**src/rtl/match_controller.sv**
```systemverilog
// Round/match sequencer: engine reset, pre-round countdown, play, hit scoring and match winner.
// Optional round time limit is compiled in with MATCH_TIMEOUT_EN (ends an unhit round as a draw).
module match_controller #(
  parameter int WIN_ROUNDS       = 3,
  parameter int SCORE_W          = 4,
  parameter int COUNTDOWN_FRAMES = 180,
  parameter int HOLD_FRAMES      = 120,
  parameter int ENG_RST_CYCLES   = 4,
  parameter int ROUND_FRAMES     = 3600,
  parameter int CW               = $clog2(COUNTDOWN_FRAMES + 1)
) (
  input  logic               i_clk,
  input  logic               i_reset,
  input  logic               i_start,
  input  logic               i_frame_tick,
  input  logic               i_hit_player,
  input  logic               i_hit_opponent,
  output logic               o_engine_reset,
  output logic               o_game_on,
  output logic [2:0]         o_state,
  output logic [CW-1:0]      o_countdown,
  output logic [SCORE_W-1:0] o_score1,
  output logic [SCORE_W-1:0] o_score2,
  output logic [1:0]         o_round_result,
  output logic [1:0]         o_winner
);

  typedef enum logic [2:0] {
    S_IDLE       = 3'd0,
    S_ENG_RST    = 3'd1,
    S_COUNTDOWN  = 3'd2,
    S_PLAY       = 3'd3,
    S_ROUND_END  = 3'd4,
    S_MATCH_OVER = 3'd5
  } state_t;

  localparam int HW = $clog2(HOLD_FRAMES + 1);
  localparam int RW = $clog2(ENG_RST_CYCLES + 1);
  localparam logic [CW-1:0]      CD_LOAD   = CW'(COUNTDOWN_FRAMES);
  localparam logic [CW-1:0]      CD_ONE    = CW'(1);
  localparam logic [HW-1:0]      HOLD_LOAD = HW'(HOLD_FRAMES);
  localparam logic [HW-1:0]      HOLD_ONE  = HW'(1);
  localparam logic [RW-1:0]      RST_LAST  = RW'(ENG_RST_CYCLES - 1);
  localparam logic [RW-1:0]      RST_ONE   = RW'(1);
  localparam logic [SCORE_W-1:0] WIN       = SCORE_W'(WIN_ROUNDS);
  localparam logic [SCORE_W-1:0] SC_ONE    = SCORE_W'(1);

  if (WIN_ROUNDS < 1 || WIN_ROUNDS >= (2 ** SCORE_W) || COUNTDOWN_FRAMES < 1 ||
      HOLD_FRAMES < 1 || ENG_RST_CYCLES < 1 || ROUND_FRAMES < 1) begin : g_bad_params
    $error("match_controller: parameter out of range");
  end

  state_t             r_state;
  logic               r_engine_reset;
  logic               r_game_on;
  logic [CW-1:0]      r_countdown;
  logic [SCORE_W-1:0] r_score1;
  logic [SCORE_W-1:0] r_score2;
  logic [1:0]         r_round_result;
  logic [1:0]         r_winner;
  logic [HW-1:0]      r_hold_cnt;
  logic [RW-1:0]      r_rst_cnt;
  logic               w_hit_any;
  logic               w_timeout;

  assign w_hit_any = i_hit_player | i_hit_opponent;

`ifdef MATCH_TIMEOUT_EN
  localparam int FW = $clog2(ROUND_FRAMES + 1);
  localparam logic [FW-1:0] FR_LOAD = FW'(ROUND_FRAMES);
  localparam logic [FW-1:0] FR_ONE  = FW'(1);
  logic [FW-1:0] r_frame_cnt;

  assign w_timeout = i_frame_tick && (r_frame_cnt == FR_ONE);

  always_ff @(posedge i_clk) begin
    if (i_reset) begin
      r_frame_cnt <= '0;
    end else if (r_state == S_COUNTDOWN && i_frame_tick && r_countdown == CD_ONE) begin
      r_frame_cnt <= FR_LOAD;
    end else if (r_state == S_PLAY && i_frame_tick && r_frame_cnt != '0) begin
      r_frame_cnt <= r_frame_cnt - FR_ONE;
    end
  end
`else
  assign w_timeout = 1'b0;
`endif

  always_ff @(posedge i_clk) begin
    if (i_reset) begin
      r_state        <= S_IDLE;
      r_engine_reset <= 1'b1;
      r_game_on      <= 1'b0;
      r_countdown    <= '0;
      r_score1       <= '0;
      r_score2       <= '0;
      r_round_result <= 2'd0;
      r_winner       <= 2'd0;
      r_hold_cnt     <= '0;
      r_rst_cnt      <= '0;
    end else begin
      case (r_state)
        S_IDLE: begin
          if (i_start) begin
            r_score1  <= '0;
            r_score2  <= '0;
            r_rst_cnt <= RST_LAST;
            r_state   <= S_ENG_RST;
          end
        end
        S_ENG_RST: begin
          if (r_rst_cnt == '0) begin
            r_engine_reset <= 1'b0;
            r_countdown    <= CD_LOAD;
            r_state        <= S_COUNTDOWN;
          end else begin
            r_rst_cnt <= r_rst_cnt - RST_ONE;
          end
        end
        S_COUNTDOWN: begin
          if (i_frame_tick) begin
            r_countdown <= r_countdown - CD_ONE;
            if (r_countdown == CD_ONE) begin
              r_game_on <= 1'b1;
              r_state   <= S_PLAY;
            end
          end
        end
        S_PLAY: begin
          // A hit outranks a timeout landing on the same cycle.
          if (w_hit_any || w_timeout) begin
            r_game_on  <= 1'b0;
            r_hold_cnt <= HOLD_LOAD;
            r_state    <= S_ROUND_END;
            if (i_hit_player && i_hit_opponent) begin
              r_round_result <= 2'd3;
            end else if (i_hit_opponent) begin
              r_score1       <= r_score1 + SC_ONE;
              r_round_result <= 2'd1;
            end else if (i_hit_player) begin
              r_score2       <= r_score2 + SC_ONE;
              r_round_result <= 2'd2;
            end else begin
              r_round_result <= 2'd3;
            end
          end
        end
        S_ROUND_END: begin
          if (i_frame_tick) begin
            if (r_hold_cnt == HOLD_ONE) begin
              if (r_score1 == WIN || r_score2 == WIN) begin
                r_winner <= (r_score1 == WIN) ? 2'd1 : 2'd2;
                r_state  <= S_MATCH_OVER;
              end else begin
                r_engine_reset <= 1'b1;
                r_rst_cnt      <= RST_LAST;
                r_state        <= S_ENG_RST;
              end
            end else begin
              r_hold_cnt <= r_hold_cnt - HOLD_ONE;
            end
          end
        end
        S_MATCH_OVER: begin
          if (i_start) begin
            r_score1       <= '0;
            r_score2       <= '0;
            r_winner       <= 2'd0;
            r_round_result <= 2'd0;
            r_engine_reset <= 1'b1;
            r_rst_cnt      <= RST_LAST;
            r_state        <= S_ENG_RST;
          end
        end
        default: begin
          r_engine_reset <= 1'b1;
          r_game_on      <= 1'b0;
          r_state        <= S_IDLE;
        end
      endcase
    end
  end

  assign o_state        = r_state;
  assign o_engine_reset = r_engine_reset;
  assign o_game_on      = r_game_on;
  assign o_countdown    = r_countdown;
  assign o_score1       = r_score1;
  assign o_score2       = r_score2;
  assign o_round_result = r_round_result;
  assign o_winner       = r_winner;

endmodule
```
**config.mk**
```make
export PLATFORM = sky130hd
export DESIGN_NAME = match_controller
export DESIGN_NICKNAME = d
export VERILOG_FILES = /design/src/rtl/match_controller.sv
export SDC_FILE = /design/constraint.sdc
export NUM_CORES = 1
export LEC_CHECK = 0
export ABC_AREA = 1
export CAP_MARGIN = 10
export CORE_ASPECT_RATIO = 0.75
export CORE_MARGIN = 5
export CORE_UTILIZATION = 55
export DETAILED_ROUTE_END_ITERATION = 12
export PLACE_DENSITY = 0.78
export SETUP_SLACK_MARGIN = 0.3
export SLEW_MARGIN = 20
export SYNTH_ARGS = -nofsm -noshare
export SYNTH_HDL_FRONTEND = slang
export SYNTH_SLANG_ARGS = --single-unit
```
**constraint.sdc**
```tcl
create_clock -name i_clk -period 1.8 [get_ports i_clk]
set_input_delay 0.36 -clock i_clk [delete_from_list [all_inputs] [get_ports i_clk]]
set_output_delay 0.36 -clock i_clk [all_outputs]
set_load 0.005 [all_outputs]
```
Word level (Yosys, flattened, before mapping):

Cells that the tools add are included.

* RAM bits: 0
* memory bits (read-only): 0
* latch bits: 0
* memories kept: 0
* output and inout bits: 25
* logic and storage cells: 119
* register bits after elaboration: 35

* $lt $le $gt $ge: 0
* muxes and demuxes: 53
* reduce and logical (&&, ||, !) cells: 23
* $add $sub $neg: 5
* bitwise gates (word level): 3
* eq/ne operators: 25
* multipliers: 0
* shifts and indexed selects: 0
* div/mod/pow operators: 0

Operators with widths (number)
* $mux W3: 13
* $mux W4: 8
* $ne A2 B2 Y1 const B: 15
* $mux W7: 3
* $reduce_and A6 Y1: 3
* $mux W2: 8
* $mux W8: 2
* $pmux W4 S2: 2
* $pmux W8 S2: 1
* $pmux W3 S5: 1
* $pmux W7 S2: 1
* $reduce_and A5 Y1: 2
* $reduce_bool A2 Y1: 5
* $mux W1: 9
* $pmux W3 S3: 1
* $add A4 B1 Y4 const B: 2
* $eq A4 B2 Y1 const B: 2
* $eq A8 B1 Y1 const B: 1
* $pmux W2 S2: 2
* $reduce_and A4 Y1: 2
* $sub A8 B1 Y8 const B: 1
* $eq A7 B1 Y1 const B: 1
* $reduce_and A7 Y1: 1
* $sub A7 B1 Y7 const B: 1
* 17 further kinds: 22

Longest topological paths before layout:

Gate-level depths: netlist (run 1).

* word-level depth: 6
* gate-level depth with buffers: 11

Worst setup path before layout (run 1):

No wires, ideal clock.

* kind: flip-flop to flip-flop
* start point: reg r_rst_cnt[0]
* end point: reg r_countdown[1], in the netlist o_countdown[1]
* slack: 0.396 ns
* library setup time: 0.128 ns
* buffers on the path: 0
* data required time: 1.672 ns
* data arrival time: 1.276 ns
* stages on the path, launching flop included: 12
* path through: dfxtp_1 -> inv_1 -> ha_1 -> ha_1 -> inv_1 -> nand3_2 -> nand2_2 -> inv_2 -> nand2_1 -> nor2_1 -> a21oi_1 -> nor2_1

* longest elaborated chain between the ends: 3

Ends and longest elaborated chain
* start: declaration: line 62 `logic [RW-1:0] r_rst_cnt;`
* start signal: assignment: line 117 `r_rst_cnt <= r_rst_cnt - RST_ONE;`
* $logic_not A3 Y1: line 112 `if (r_rst_cnt == '0) begin`
* $ne A2 B2 Y1 (no source line)
* $reduce_and A3 Y1 (no source line)
* end signal: assignment: line 122 `r_countdown <= r_countdown - CD_ONE;`
* end: declaration: line 56 `logic [CW-1:0] r_countdown;`

Every way passes these cells.
A chain may end at the register's enable or synchronous reset.

Worst setup path in the final report (run 1):

* start point: in i_hit_opponent
* end point: reg r_score1[1], in the netlist o_score1[1]

* longest elaborated chain between the ends: 3

Ends and longest elaborated chain
* start: declaration: line 17 `input logic i_hit_opponent,`
* $or A1 B1 Y1 / $logic_and A1 B1 Y1 (equally long branches): line 66, 135
* $ne A2 B2 Y1 (no source line)
* $reduce_and A5 Y1 (no source line) *
* end signal: assignment: line 138 `r_score1 <= r_score1 + SC_ONE;`
* end: declaration: line 57 `logic [SCORE_W-1:0] r_score1;`

Every way passes the cells marked *; elsewhere a longest branch is shown, timed or not.

==> results of run 1 <==
## cells by family after synthesis
family,count (synthesis),synth area share [%]
xor+xnor,7,2.59
buf+inv,50,9.56
compound gates,47,10.6
flops,35,29.6
fa+ha+maj,8,4.22
simple gates,191,43.5
## placed cells by master, fill, tap and decap left out, types with 3 or more instances in the layout
| cell type | instances |
|---|---|
| inv_4 | 3 |
| nand4_1 | 6 |
| ha_1 | 6 |
| nor2_8 | 3 |
| nor2_2 | 4 |
| nand2_1 | 70 |
| o21ai_1 | 6 |
| dfxtp_2 | 18 |
| dfxtp_4 | 5 |
| clkbuf_8 | 7 |
| inv_1 | 33 |
| inv_2 | 5 |
| dlymetal6s2s_1 | 9 |
| dlygate4sd2_1 | 11 |
| nand3_4 | 7 |
| buf_12 | 5 |
| o21ai_0 | 5 |
| nand2_4 | 12 |
| xor2_1 | 4 |
| nor2_1 | 39 |
| a21oi_1 | 23 |
| nor2_4 | 6 |
| nand3_2 | 6 |
| a21oi_2 | 7 |
| clkdlybuf4s50_1 | 10 |
| buf_4 | 29 |
| nand2_8 | 3 |
| nand3_1 | 20 |
| xnor2_1 | 3 |
| nand2_2 | 9 |
| dfxtp_1 | 12 |
## area by class of cell
class	instances	share of cell area (%)
clock buffer	8	2.90
inverter	43	5.41
sequential	35	21.5
multi-input combinational	253	48.4
tap	55	2.00
timing repair buffer	67	19.8
## worst min-delay path, cell delays in order, from the launching register on
cell	delay, ns
dfxtp_1	0.31
nand2_1	0.06
a21oi_1	0.05
## per-stage QoR
step	instances	setup WS, ns	cell area, µm²	total power [µW]	utilization [%]
floorplan	338	0.396	2370	3610	-
finish	461	0.179	3450	6640	84.0
global placement	421	0.0531	2730	4350	66.5
global route	461	0.121	3450	7050	84.0
CTS	445	0.253	3060	5550	74.6
detailed placement	421	0.0196	2730	4400	66.5
## layer usage
| layer | vias to the layer above | wire (µm) | part of all wire, % | track usage, % |
|---|---|---|---|---|
| met2 | 208 | 3630 | 46 | 35.5 |
| met5 | - | 0 | 0 | 0 |
| met3 | 39 | 798 | 10 | 4.70 |
| li1 | 1220 | - | - | - |
| met1 | 1213 | 3240 | 41 | 31.6 |
| met4 | 0 | 263 | 3.3 | 6.32 |
## worst paths after layout
| kind | slack, ns | end | start |
|---|---|---|---|
| min | 0.46 | o_winner[0]$_SDFFE_PP0P_ | o_winner[0]$_SDFFE_PP0P_ |
| max | 0.18 | o_score1[1]$_SDFFE_PP0P_ | i_hit_opponent |
| max reg2reg | 0.19 | o_score1[1]$_SDFFE_PP0P_ | o_state[0]$_SDFFE_PP0P_ |
| min reg2reg | 0.46 | o_winner[0]$_SDFFE_PP0P_ | o_winner[0]$_SDFFE_PP0P_ |
## flip-flops by register name, summed over array words and instances (netlist names)
register,flops
o_winner,2
o_countdown,8
r_rst_cnt,3
o_round_result,2
r_hold_cnt,7
o_state,3
o_game_on,1
o_score1,4
o_score2,4
o_engine_reset,1
## report_power, final
| group | total [µW] | switching [µW] | internal [µW] |
|---|---|---|---|
| clock | 640 | 291 | 349 |
| combinational | 4710 | 2680 | 2030 |
| sequential | 1290 | 218 | 1070 |
| total | 6640 | 3190 | 3450 |
## what timing repair did
item                                    CTS  global route
endpoints found under the setup margin   55            45
setup buffers                            15            16
gates cloned                              1             0
gates resized for setup                  48            63
pin swaps                                 4            31
==> results.json, run 1 <==
{
  "status": "finished clean",
  "clockRootBuffer": "clkbuf_8",
  "clk_latency_ns": 0.29,
  "drive_above_1_share_pct": 35.2,
  "initial_core_util_pct": 57.7,
  "syn_to_final_growth_pct": 45.5,
  "vias": 2680,
  "multi_input_area_um2": 1670,
  "synth_top_cell_area_share_pct": 29.6,
  "cts_buffers": 5,
  "synthTopCellsByArea": "dfxtp_1 30%, nand2_1 12%, nor2_1 6.8%",
  "tritoncts": "yes",
  "synth_cells": 338,
  "ant_nets": 0,
  "power_density_nw_per_um2": 1930,
  "ys_types": 33,
  "path_cells": "clkdlybuf4s50_1, nor2_1, nand2_4, buf_4, nand3_4, nor2_4, nand2_1, nand2_1, nor2_1",
  "routed_wl_um": 7930,
  "maxCapViolations": 0,
  "seqCellArea_um2": 742,
  "fin_tns_setup_ns": 0,
  "cp_num_cells": 9,
  "ys.flop_type": "dfxtp_1",
  "hold_depth": 2,
  "ys_seq_area_share_pct": 29.6,
  "cp_slowest_cell": "clkdlybuf4s50_1",
  "gp_congestion": 0.835,
  "antenna_found_initial": 0,
  "yosys-top-cells-count": "76 x nand2_1, 43 x nor2_1, 35 x dfxtp_1, 35 x inv_1, 30 x a21oi_1",
  "dp_hpwl_um": 3860,
  "final_nets": 419,
  "io_buffers": 30,
  "p_leak_uw": 0.00169,
  "post_drt_wl_per_cell_um": 17.2,
  "holdBufCountCts": 0,
  "maxSlewViolCount": 0,
  "hold_viol": 0,
  "drc": 0,
  "first_pass_iters": 5,
  "critPathLaunchType": "input pin",
  "fmaxAchievable_mhz": 617,
  "critical_path.max_fanout": 7,
  "drt_iter0_drc": 341,
  "hp-class": "flip-flop to flip-flop",
  "synth_top_area_cell": "dfxtp_1",
  "syn_area_per_cell_um2": 7.01,
  "rsz0062_at_grt": "yes",
  "crit_type": "input pin to flip-flop",
  "synthArstFlopShare_pct": 0,
  "netlist_area_um2": 2370,
  "antenna_cells": 0,
  "num_rows": 20,
  "skew_ns": 0.00217,
  "max_slew_margin_pct": 72.8,
  "path_buf_inv": 2,
  "setup_viol": 0,
  "chipWidth_um": 85.8,
  "clk_pin_slew_ns": 0.07,
  "viasPerCell": 5.81,
  "ff2ff_path_depth": 11,
  "cp.arrival_ns": 1.81,
  "worst_pin_slew_ns": 0.408,
  "min_period_over_period_pct": 90.0,
  "synth_seq_cells": 35,
  "critPathMaxStageDelay_ns": 0.55,
  "synthesis.nets": 352,
  "die_h_um": 66.8,
  "synth.most_common_cell": "nand2_1",
  "grt.total_usage_pct": 22.7,
  "cts_buffer_depth": 2,
  "endpoint_kind": "flip-flop",
  "globalRoute.totalOverflow": 0,
  "synth_edf_count": 0,
  "fp.coreArea_um2": 4100,
  "dieArea_um2": 5730,
  "cp_data_required_time_ns": 1.99,
  "cp_top_family": "simple AND/OR/NAND/NOR gates",
  "htreeDepth": 2,
  "clock-sinks": 35,
  "grt_pass1_vias": 2162,
  "peakVddDrop_mv": 1.17,
  "fillCellCount": 212,
  "grt_pass1_wl_um": 10200,
  "grt_max_degree": 17,
  "yosys_warnings": 0,
  "final.min_clock_period_ns": 1.62,
  "num_io_pins": 31,
  "fin_hold_ws_ns": 0.461
}
Note: power is estimated with default switching activity, not from simulation.
==> inputs of run 2 (changes only) <==
--- a/config.mk
+++ b/config.mk
@@ -15,3 +15,2 @@
 export SETUP_SLACK_MARGIN = 0.3
-export SLEW_MARGIN = 20
 export SYNTH_ARGS = -nofsm -noshare
==> constraint.sdc (replaced) <==
create_clock -name i_clk -period 1.8 [get_ports i_clk]
set_input_delay 0.18 -clock i_clk [delete_from_list [all_inputs] [get_ports i_clk]]
set_output_delay 0.18 -clock i_clk [all_outputs]
set_load 0.005 [all_outputs]
==> run 2 against run 1 <==
  * Die area is the same
  * Cell count shrank 4.8%
  * Total power shrank 17%
  * Clock power shrank 20%
  * Fmax grew 11%
  * First-iteration DRC count shrank 45%
  * Worst hold slack lost 0.0013 ns
  * Largest cell class unchanged
  * Wire length shrank 27%
  * Sequential cell count is the same
  * Via count shrank 16%
  * Critical endpoint is now o_engine_reset$_SDFFE_PP1P_
  * Critical path depth shrank 1
  * Sequential share of layout area grew 2.0 points
==> results.json, run 2 (synthesis results as in run 1) <==
{
  "io_buffers": 30,
  "critPathMaxStageDelay_ns": 0.40,
  "setup_viol": 0,
  "antenna_cells": 0,
  "layout_commonest_cell": "nand2_1",
  "syn_to_final_growth_pct": 28.1,
  "dpl_worst_slack_ns": 0.172,
  "ant_nets": 0,
  "drc": 0,
  "cp.arrival_ns": 1.63,
  "setup_ws_ns": 0.338,
  "seqCellArea_um2": 716,
  "antenna_found_initial": 0,
  "final.min_clock_period_ns": 1.46,
  "path_buf_inv": 1,
  "vias": 2259,
  "worst_pin_slew_ns": 0.440,
  "largest_reg_flops": 8,
  "fmaxAchievable_mhz": 684,
  "gp_congestion": 0.863,
  "grt.total_usage_pct": 20.2,
  "cts_buffer_depth": 2,
  "num_io_pins": 31,
  "cp_common_cell": "nand2_4",
  "fillCellCount": 327,
  "post_drt_wl_per_cell_um": 13.2,
  "tritoncts": "yes",
  "critical_path.max_fanout": 10,
  "fin_tns_setup_ns": 0,
  "p_leak_uw": 0.00137,
  "path_cells": "inv_4, nand2_4, nor2_8, nand2_4, nand2_2, nor2_4, a21oi_1, nand2_1",
  "cts_buffers": 5,
  "routed_wl_um": 5780,
  "min_period_over_period_pct": 81.2,
  "chipWidth_um": 85.8,
  "startpoint": "o_state[1]$_SDFFE_PP0P_",
  "endpoint_kind": "flip-flop",
  "htreeDepth": 2,
  "drive_above_1_share_pct": 24.2,
  "grt_max_degree": 24,
  "clk_latency_ns": 0.28,
  "clockRootBuffer": "clkbuf_8",
  "max_slew_margin_pct": 70.7,
  "hold_viol": 0,
  "holdBufCountCts": 0,
  "final_nets": 399,
  "cp_data_required_time_ns": 1.97,
  "viasPerCell": 5.15,
  "die_h_um": 66.8,
  "power_uw": 5530,
  "clock-sinks": 35,
  "initial_core_util_pct": 57.7,
  "dieArea_um2": 5730,
  "final_cell_mix": "75 x nand2_1, 40 x nor2_1, 30 x inv_1, 28 x clkdlybuf4s50_1",
  "critPathLaunchType": "flip-flop",
  "grt_pass1_wl_um": 9300,
  "rsz0062_at_grt": "yes",
  "dp_hpwl_um": 4020,
  "maxSlewViolCount": 0,
  "num_rows": 20,
  "skew_ns": 0.00442,
  "fp.coreArea_um2": 4100,
  "cp_slowest_cell": "dfxtp_4",
  "crit-reg2reg-launch": "o_state[1]$_SDFFE_PP0P_",
  "crit_type": "flip-flop to flip-flop",
  "status": "finished clean",
  "power_density_nw_per_um2": 1820,
  "globalRoute.totalOverflow": 0,
  "first_pass_iters": 4,
  "maxCapViolations": 0,
  "hp-class": "flip-flop to flip-flop",
  "clk_pin_slew_ns": 0.07,
  "hp-start": "o_winner[0]$_SDFFE_PP0P_",
  "multi_input_area_um2": 1540,
  "grt_pass1_vias": 1998,
  "fin_hold_ws_ns": 0.460,
  "cp_top_family": "simple AND/OR/NAND/NOR gates",
  "fin_util_pct": 74.0,
  "drt_iter0_drc": 187,
  "peakVddDrop_mv": 1.23
}
[run 2: area by class of cell]
cell class / instances / share of cell area, %
Clock buffer: 6 / 2.39
Inverter: 43 / 5.56
Multi-Input combinational cell: 253 / 50.8
Sequential cell: 35 / 23.6
Tap cell: 55 / 2.27
Timing Repair Buffer: 47 / 15.5
[run 2: per-layer routing]
layer	share of wire, %	vias to the layer above	global-route usage, %
li1	-	1181	-
met1	50	1015	29.6
met2	44	55	30.2
met3	5.8	8	4.45
met4	0.81	0	3.95
met5	0	-	0
[run 2: report_power, final]
part,leakage (µW),internal [µW],total [µW],switching (µW)
Sequential,0.000290,1050,1310,262
Clock,0.0000371,257,511,253
Combinational,0.00104,1600,3710,2110
Total,0.00137,2900,5530,2630
[run 2: repair_timing]
action / CTS / global route
resized for setup: 8 / 38
pin swaps: 2 / 14
buffers inserted: 3 / 9
endpoints found under the setup margin: 33 / 36
[run 2: final timing paths]
path	slack (ns)	cells past startpoint	endpoint
setup / recovery	0.34	8	o_engine_reset$_SDFFE_PP1P_
setup reg to reg	0.34	8	o_engine_reset$_SDFFE_PP1P_
hold reg to reg	0.46	2	o_winner[0]$_SDFFE_PP0P_
hold / removal	0.46	2	o_winner[0]$_SDFFE_PP0P_
[run 2: metrics by stage]
stage / area (µm²) / instances
after floorplan: 2370 / 338
after CTS: 2850 / 430
after global routing: 3040 / 439
after global placement: 2720 / 421
final: 3040 / 439
after detailed placement: 2720 / 421
[run 2: worst reg2reg max path: stages, from the launching register on]
cell,delay (ns)
dfxtp_4,0.40
inv_4,0.13
nand2_4,0.08
nor2_8,0.17
nand2_4,0.10
nand2_2,0.16
nor2_4,0.06
a21oi_1,0.18
nand2_1,0.07
==> inputs of run 3 (changes only) <==
CORE_UTILIZATION = 50   (was 55)
PLACE_DENSITY = 0.74   (was 0.78)
clock period = 1.3 ns   (was 1.8 ns; I/O delays follow)
==> run 3 against run 2 <==
  * The flow now finishes with violations (setup timing)
  * Cell area up 32%
  * Sequential cell count unchanged
  * Worst setup slack worse by 0.62 ns
  * Count of clock-buffer cells in the layout up 2
  * Worst hold slack better by 0.0084 ns
  * Wire length up 70%
  * Critical endpoint is now o_score1[1]$_SDFFE_PP0P_
==> results.json, run 3 (synthesis results as in run 1) <==
{
  "syn_to_final_growth_pct": 69.3,
  "fin_hold_ws_ns": 0.468,
  "max_slew_margin_pct": 75.7,
  "power_density_nw_per_um2": 2600,
  "design_area_um2": 4010,
  "largest_reg_flops": 8,
  "cp.arrival_ns": 1.78,
  "viasPerCell": 5.92,
  "final_nets": 467,
  "initial_core_util_pct": 52.4,
  "vias": 3025,
  "dpl_worst_slack_ns": -0.265,
  "antenna_found_initial": 0,
  "clk_latency_ns": 0.30,
  "die_h_um": 69.6,
  "globalRoute.totalOverflow": 0,
  "layout_commonest_cell": "nand2_1",
  "dieArea_um2": 6230,
  "maxCapViolations": 0,
  "critical_path.max_fanout": 5,
  "fp.coreArea_um2": 4520,
  "hold_end": "o_engine_reset$_SDFFE_PP1P_",
  "io_buffers": 30,
  "critPathMaxStageDelay_ns": 0.38,
  "tritoncts": "yes",
  "r2r_end": "o_score1[1]$_SDFFE_PP0P_",
  "grt_max_degree": 15,
  "final.min_clock_period_ns": 1.59,
  "place_inst": 472,
  "hp-start": "o_engine_reset$_SDFFE_PP1P_",
  "clock-sinks": 35,
  "fmaxAchievable_mhz": 630,
  "grt.total_usage_pct": 24.5,
  "drt_iter0_drc": 339,
  "htreeDepth": 2,
  "post_drt_wl_per_cell_um": 19.2,
  "violations": "setup timing",
  "path_cells": "buf_6, nor2_8, nand2_4, nand3_4, nand3_4, nor2_4, nand2_1, nand2_1, nor2_1",
  "grt_pass1_wl_um": 12200,
  "hold_depth": 2,
  "chipWidth_um": 89.5,
  "cp_slowest_cell": "dfxtp_4",
  "min_period_over_period_pct": 122,
  "hp-class": "flip-flop to flip-flop",
  "num_rows": 21,
  "ff2ff_path_depth": 9,
  "post_dp_cell_area_um2": 3170,
  "setup_viol": 34,
  "grt_pass1_vias": 2637,
  "fillCellCount": 202,
  "clockRootBuffer": "clkbuf_8",
  "cp_data_required_time_ns": 1.49,
  "routed_wl_um": 9830,
  "path_buf_inv": 1,
  "crit_type": "flip-flop to flip-flop",
  "p_leak_uw": 0.00180,
  "skew_ns": 0.00450,
  "endpoint_kind": "flip-flop",
  "maxSlewViolCount": 0,
  "worst_pin_slew_ns": 0.361,
  "hold_viol": 0,
  "cts_buffers": 5,
  "rrSetupSlack_ns": -0.29,
  "status": "finished, violations left",
  "cts_buffer_depth": 2,
  "cp_top_family": "simple AND/OR/NAND/NOR gates",
  "peakVddDrop_mv": 1.88,
  "gp_congestion": 0.857,
  "setup_ws_ns": -0.287,
  "antenna_cells": 0,
  "finalNonFillerCells": 511,
  "rsz0062_at_grt": "yes",
  "holdBufCountCts": 0,
  "drc": 0,
  "num_io_pins": 31,
  "drive_above_1_share_pct": 55.9,
  "crit-reg2reg-launch": "o_state[2]$_SDFFE_PP0P_",
  "dp_hpwl_um": 4550,
  "ant_nets": 0,
  "critPathLaunchType": "flip-flop",
  "final_cell_mix": "59 x nand2_1, 56 x buf_4, 41 x buf_6, 33 x nor2_1, 25 x inv_1",
  "first_pass_iters": 5,
  "clk_pin_slew_ns": 0.07
}
## run 3: changes by cell type in the layout (fill, tap and decap cells not counted), moves of 15 or more
| cell | delta |
|---|---|
| nand2_1 | -16 |
| buf_4 | +44 |
| clkdlybuf4s50_1 | -23 |
| buf_6 | +38 |
| dfxtp_1 | -18 |
| dfxtp_2 | +15 |
## run 3: worst max-delay path by stage
stage	end	cells after the start	slack (ns)	from
floorplan	o_engine_reset$_SDFFE_PP1P_	10	-0.02	o_state[1]$_SDFFE_PP0P_
global placement	o_score1[1]$_SDFFE_PP0P_	8	-0.23	i_hit_opponent
detailed placement	o_score1[3]$_SDFFE_PP0P_	6	-0.26	i_hit_opponent
CTS	r_hold_cnt[6]$_SDFFE_PP0P_	10	-0.12	o_state[1]$_SDFFE_PP0P_
global route	r_rst_cnt[1]$_SDFFE_PP0P_	10	-0.39	o_state[0]$_SDFFE_PP0P_
finish	o_score1[1]$_SDFFE_PP0P_	9	-0.29	o_state[2]$_SDFFE_PP0P_
## run 3: worst register-to-register path, stage by stage (launching register included)
cell     delay (ns)
dfxtp_4        0.38
buf_6          0.13
nor2_8         0.19
nand2_4        0.10
nand3_4        0.12
nand3_4        0.11
nor2_4         0.16
nand2_1        0.13
nand2_1        0.11
nor2_1         0.05
## run 3: metal layers
metal	GRT usage, %	vias to the layer above	part of all wire [%]
met5	0	-	0
met4	9.26	0	5.3
met3	4.04	64	9.0
met2	39.5	206	48
met1	32.1	1432	38
li1	-	1323	-
## run 3: cell type report
class | count | area (µm²) | share of cell area [%]
inverters | 43 | 186 | 4.65
repair buffers | 115 | 1070 | 26.7
clock buffers | 8 | 100 | 2.49
multi-input cells | 253 | 1840 | 45.8
flip-flops and latches | 35 | 746 | 18.6
well taps | 57 | 71.3 | 1.78
## run 3: what timing repair did
item / CTS / global route
pin swaps: 19 / 37
setup buffers: 17 / 14
setup endpoints to repair: 60 / 59
gates resized for setup: 157 / 94
## run 3: per-stage QoR
step / utilization, % / TNS [ns] / total power (µW)
after CTS: 79.6 / -2.55 / 8640
final: 88.8 / -5.71 / 10400
after detailed placement: 70.2 / -5.26 / 7020
after global routing: 88.8 / -7.92 / 11000
after floorplan: - / -0.0230 / 5240
after global placement: 70.2 / -4.42 / 6840
## run 3: where the power goes
part	internal, µW	switching [µW]	total [µW]
clock network	484	419	903
registers	1500	342	1840
logic	3330	4340	7670
total	5310	5100	10400
